`config.mk`:
```
export PLATFORM = sky130hd
export DESIGN_NAME = forward_propagation_unit
export DESIGN_NICKNAME = d
export VERILOG_FILES = /design/src/rtl/forward_propagation_unit.sv
export SDC_FILE = /design/constraint.sdc
export NUM_CORES = 2
export LEC_CHECK = 0
export BUFFER_PORTS_ARGS = -buffer_cell sky130_fd_sc_hd__buf_2
export CELL_PAD_IN_SITES_DETAIL_PLACEMENT = 0
export CELL_PAD_IN_SITES_GLOBAL_PLACEMENT = 1
export CORE_ASPECT_RATIO = 0.5
export CORE_UTILIZATION = 56
export DETAILED_ROUTE_END_ITERATION = 8
export HOLD_SLACK_MARGIN = 0.1
export PLACE_DENSITY_LB_ADDON = 0.1
export SETUP_SLACK_MARGIN = 0.4
export SLEW_MARGIN = 0
export SYNTH_ARGS = -nofsm -noshare
export SYNTH_HDL_FRONTEND = slang
export SYNTH_SLANG_ARGS = --single-unit
```
`constraint.sdc`:
```
create_clock -name clk_i -period 5.8 [get_ports clk_i]
set_clock_uncertainty 0.15 [all_clocks]
set_input_delay 1.16 -clock clk_i [delete_from_list [all_inputs] [get_ports clk_i]]
set_output_delay 1.16 -clock clk_i [all_outputs]
set_load 0.02 [all_outputs]
```
`src/rtl/forward_propagation_unit.sv`:
```
// Layer evaluation engine: each neuron is ReLU(bias + sum(w*x)) in signed
// fixed point, streamed out of network/trainer BRAM and written back.
module forward_propagation_unit #(
   parameter int INPUT_COUNT      = 3,
   parameter int OUTPUT_COUNT     = 1,
   parameter int NETWORK_ADDR_LEN = 5,
   parameter int TRAINER_ADDR_LEN = 4,
   parameter int DATA_LEN         = 32,
   parameter int FRAC_BITS        = 16
) (
   input  logic                        clk_i,
   input  logic                        reset_i,
   input  logic                        start_i,
   input  logic [NETWORK_ADDR_LEN-1:0] w_base_i,
   input  logic [NETWORK_ADDR_LEN-1:0] out_base_i,
   input  logic [TRAINER_ADDR_LEN-1:0] in_base_i,
   output logic                        busy_o,
   output logic                        done_o,
   output logic                        net_ena_o,
   output logic                        net_wr_ena_o,
   output logic [NETWORK_ADDR_LEN-1:0] net_addr_o,
   output logic [DATA_LEN-1:0]         net_wr_data_o,
   input  logic [DATA_LEN-1:0]         net_rd_data_i,
   output logic                        trn_ena_o,
   output logic [TRAINER_ADDR_LEN-1:0] trn_addr_o,
   input  logic [DATA_LEN-1:0]         trn_rd_data_i
);
   localparam int IW = (INPUT_COUNT > 1) ? $clog2(INPUT_COUNT) : 1;
   localparam int JW = (OUTPUT_COUNT > 1) ? $clog2(OUTPUT_COUNT) : 1;
   localparam int NA = NETWORK_ADDR_LEN;
   localparam int TA = TRAINER_ADDR_LEN;
   localparam int DW = DATA_LEN;
   localparam int PW = 2 * DW;
   localparam int SW = 2 * DW + 1;
   localparam logic signed [SW-1:0] MAXV =
      {{(SW-DW+1){1'b0}}, {(DW-1){1'b1}}};
   localparam logic signed [SW-1:0] MINV =
      {{(SW-DW+1){1'b1}}, {(DW-1){1'b0}}};

   typedef enum logic [2:0] {
      IDLE, BIAS_RD, BIAS_LD, MAC_RD, MAC, ACT, WR, DONE
   } state_t;

   state_t state, state_nx;

   logic [IW-1:0]        i_q;
   logic [JW-1:0]        j_q;
   logic [NA-1:0]        blk_q;
   logic [NA-1:0]        out_q;
   logic [TA-1:0]        in_q;
   logic signed [DW-1:0] acc;
   logic [DW-1:0]        res;

   logic                 last_i;
   logic                 last_j;
   logic signed [PW-1:0] prod;
   logic signed [PW-1:0] prod_sh;
   logic signed [SW-1:0] sum;
   logic [DW-1:0]        sum_sat;

   assign last_i = (i_q == IW'(INPUT_COUNT - 1));
   assign last_j = (j_q == JW'(OUTPUT_COUNT - 1));

   // Full-width product, then floor-shift back to the accumulator's scale
   always_comb begin
      prod = $signed({{DW{net_rd_data_i[DW-1]}}, net_rd_data_i})
           * $signed({{DW{trn_rd_data_i[DW-1]}}, trn_rd_data_i});
      prod_sh = prod >>> FRAC_BITS;
      sum = SW'(acc) + SW'(prod_sh);
      sum_sat = sum[DW-1:0];
      if (sum > MAXV)
         sum_sat = MAXV[DW-1:0];
      else if (sum < MINV)
         sum_sat = MINV[DW-1:0];
   end

   always_ff @(posedge clk_i or posedge reset_i) begin
      if (reset_i) begin
         state <= IDLE;
         i_q   <= '0;
         j_q   <= '0;
         blk_q <= '0;
         out_q <= '0;
         in_q  <= '0;
         acc   <= '0;
         res   <= '0;
      end else begin
         state <= state_nx;
         unique case (state)
            IDLE: begin
               if (start_i) begin
                  blk_q <= w_base_i;
                  out_q <= out_base_i;
                  in_q  <= in_base_i;
                  i_q   <= '0;
                  j_q   <= '0;
               end
            end
            BIAS_LD: acc <= net_rd_data_i;
            MAC: begin
               acc <= sum_sat;
               if (!last_i)
                  i_q <= i_q + IW'(1);
            end
            ACT: res <= acc[DW-1] ? '0 : acc;
            WR: begin
               if (!last_j) begin
                  j_q   <= j_q + JW'(1);
                  i_q   <= '0;
                  blk_q <= blk_q + NA'(INPUT_COUNT + 1);
               end
            end
            default: ;
         endcase
      end
   end

   always_comb begin
      state_nx      = state;
      busy_o        = (state != IDLE);
      done_o        = 1'b0;
      net_ena_o     = 1'b0;
      net_wr_ena_o  = 1'b0;
      net_addr_o    = '0;
      net_wr_data_o = '0;
      trn_ena_o     = 1'b0;
      trn_addr_o    = '0;
      unique case (state)
         IDLE: if (start_i) state_nx = BIAS_RD;
         BIAS_RD: begin
            net_ena_o  = 1'b1;
            net_addr_o = blk_q;
            state_nx   = BIAS_LD;
         end
         BIAS_LD: state_nx = MAC_RD;
         MAC_RD: begin
            net_ena_o  = 1'b1;
            net_addr_o = blk_q + NA'(i_q) + NA'(1);
            trn_ena_o  = 1'b1;
            trn_addr_o = in_q + TA'(i_q);
            state_nx   = MAC;
         end
         MAC: state_nx = last_i ? ACT : MAC_RD;
         ACT: state_nx = WR;
         WR: begin
            net_ena_o     = 1'b1;
            net_wr_ena_o  = 1'b1;
            net_addr_o    = out_q + NA'(j_q);
            net_wr_data_o = res;
            state_nx      = last_j ? DONE : BIAS_RD;
         end
         DONE: begin
            done_o   = 1'b1;
            state_nx = IDLE;
         end
         default: state_nx = IDLE;
      endcase
   end
endmodule
```
==> impl_results.rst <==
.. list-table::
   :header-rows: 1

   * - Metric
     - Value
   * - Critical path startpoint category
     - primary input
   * - Proportion of synthesized flip-flops having asynchronous set or reset
     - 100.0%
   * - Number of distinct library cells after synthesis
     - 79
   * - Kind of capture point of the worst setup path
     - register
   * - Setup repair after global routing missed its margin
     - true
   * - Global-route wire length before repair
     - 200100 um
   * - Synth Instances
     - 4713
   * - DRC violation count after routing
     - 0
   * - Finish-stage setup viols
     - 32
   * - Count of maximum capacitance violations
     - 0
   * - Starting DRT DRC Count
     - 2028
   * - Area growth from synthesis to layout
     - 19.06%
   * - Total core area
     - 75510 um^2
   * - Routed vias/inst
     - 5.375
   * - Final worst path period need
     - 10.80 ns
   * - Antenna violations before repair
     - 3
   * - Fin. max-slew vios
     - 0
   * - Worst Path Arrival
     - 10.91 ns
   * - Most used DFF post-synth
     - dfrtp_1
   * - Vias in the first global route
     - 36274
   * - Per-instance average area after synthesis
     - 9.100 um^2
   * - Fraction of the yosys area taken by sequential cells
     - 4.784%
   * - Post-layout util
     - 67.62%
   * - Via count
     - 33773
   * - Failing checks
     - negative setup slack
   * - Count of state elements after synthesis
     - 82
   * - Final weighted congestion in routability-driven placement
     - 0.9818
   * - Buffer levels on the longest clock path
     - 2
   * - Maximum number of pins on one net before global-route repair
     - 63
   * - Fraction of layout instances using a drive strength above 1
     - 19.22%
   * - Detailed Routing Iterations Pass 1
     - 5
   * - Max FO, Critical Path
     - 21
   * - Data required time of the critical path
     - 5.91 ns
   * - Transition time of the tightest slew-check pin
     - 1.080 ns
   * - Number of buffers added to fix hold violations after cts
     - 0
   * - Hold violation total from the final report
     - 0
   * - Area of the mapped netlist
     - 42890 um^2
   * - Post-synth EDFFs
     - 0
   * - Antenna-violating nets left
     - 0
   * - H-tree depth reported by CTS
     - 3
   * - Nets in the synthesized netlist
     - 6116
   * - Final global-route overflow total
     - 0
   * - Count of buffers from port buffering
     - 125
   * - Fraction of the cycle the final worst path needs
     - 186.2%
   * - TritonCTS buffer count
     - 9
   * - Row count
     - 71
   * - GRT Total Usage
     - 33.41%
   * - Number of I/O pins
     - 127
   * - Category of the critical setup timing path
     - in -> reg
   * - Peak Freq
     - 92.62 MHz
   * - Drt wl/cell
     - 19.85 um
   * - Result of the run
     - complete, but fails checks
   * - Worst-case setup margin in the final layout
     - -4.997 ns
   * - Net total in the final layout
     - 6659
   * - Overall die height
     - 197.7 um
   * - Slowest stage cell on the critical path
     - fa_1
   * - Cell seen most often among critical-path stages
     - fa_1
   * - Clk Tree Root Cell
     - clkbuf_16
   * - Initial cell density of the core
     - 56.80%
   * - Final wirelength
     - 124700 um
   * - Clock tree from TritonCTS
     - built
   * - Clock Latency Late Sink
     - 0.36 ns
   * - Worst rel slew slack
     - 27.73%
   * - Synthesis warning total
     - 0
   * - Placed wire-length estimate after detailed placement
     - 106400 um
   * - Die width
     - 393.4 um
   * - Worst stage delay on the critical path
     - 0.53 ns
   * - Clock transition at path regs
     - 0.07 ns
   * - Class of the tightest hold or removal check
     - reg -> reg
   * - Full die area
     - 77770 um^2
   * - Clock sinks
     - 82
==> cell usage after synthesis, types with 59 or more instances <==
master,number,area share [%]
nor2_1,152,1.3
ha_1,238,6.9
nand2_1,585,5.1
a21oi_1,136,1.6
dfrtp_1,82,4.8
clkbuf_1,242,2.1
fa_1,1084,51
o21ai_0,79,0.92
xnor2_1,61,1.2
inv_1,1002,8.8
and2_1,609,8.9
nand2b_1,59,0.86
==> cell usage in the layout, fill, tap and decap left out, types with 24 or more instances in the layout <==
cell and count:
a21o_1 35, a21oi_1 115, and2_1 589, buf_12 42, buf_2 86, buf_4 600, buf_6 35, dfrtp_1 82
fa_1 1055, fa_2 29, ha_1 223, inv_1 989, nand2_1 576, nand2b_1 56, nand4_1 30, nor2_1 147
nor3_1 24, o21ai_0 64, o2bb2ai_2 30, xnor2_1 59, xor2_1 30
==> sequential cells by signal, summed over array words and instances (netlist names) <==
signal and flops:
in_q 4, acc 32, out_q 5, i_q 2
blk_q 5, res 31, state 3
==> final timing paths <==
check	start	endpoint	slack, ns	cells past startpoint
max	net_rd_data_i[5]	acc[7]	-5.00	46
min	res[21]	res[21]	0.33	2
max reg2reg	acc[0]	acc[6]	1.55	18
min reg2reg	res[21]	res[21]	0.33	2
max in group asynchronous	reset_i	acc[6]	3.66	3
min in group asynchronous	reset_i	blk_q[3]	0.65	2
==> layout make-up <==
type	instances	area (um^2)
Antenna cell	1	2.502
Clock buffer	11	242.7
Clock inverter	4	51.30
Fill cell	6238	24450
Inverter	1002	3762
Multi-Input combinational cell	3377	37140
Sequential cell	82	2052
Tap cell	1022	1279
Timing Repair Buffer	784	6535
==> metrics by stage <==
stage	cells	TNS [ns]	hold WS (ns)	worst slack [ns]	area, um^2
global placement	6226	-181.52	0.3048	-5.702	49140
global route	6282	-168.42	0.3523	-5.300	51060
CTS	6262	-156.32	0.3362	-4.924	50380
detailed placement	6226	-183.82	0.3208	-5.796	49140
finish	6283	-158.75	0.3300	-4.997	51060
floorplan	4713	-144.94	0.2902	-4.556	43290
==> per-layer routing <==
layer | vias to the layer above | track usage, % | wire length, um
li1 | 15046 | - | -
met1 | 17522 | 47.07 | 53500
met2 | 1026 | 55.05 | 59750
met3 | 179 | 4.493 | 8036
met4 | 0 | 8.449 | 3453
met5 | - | 0 | 0
==> repair_timing <==
item                                    in CTS  in global routing
resized for setup                          166                115
gates cloned                                 5                  2
setup buffers                               16                 18
endpoints found under the setup margin      32                 32
pin swaps                                   27                 67
==> worst max-delay path, delay by kind of cell <==
kind | cells | cell delay [ns]
AOI/OAI and AO/OA | 15 | 2.62
xor gates and xnor gates | 1 | 0.10
adders and majority gates | 10 | 4.25
buffers and inverters | 13 | 1.75
and+or+nand+nor | 7 | 0.96
==> cell families after synthesis <==
family | Yosys count | synth area share [%]
AO/OA/AOI/OAI | 413 | 6.430
XOR/XNOR | 94 | 1.920
adder cells (fa/ha/maj) | 1322 | 57.54
buffers and inverters | 1254 | 11.05
flip-flops | 82 | 4.784
multiplexers | 5 | 0.1196
other | 1 | 0.008743
AND/OR/NAND/NOR | 1542 | 18.15
Power is not shown: default switching activity piles up to over one toggle a cycle in this logic, so the estimate is an artifact.
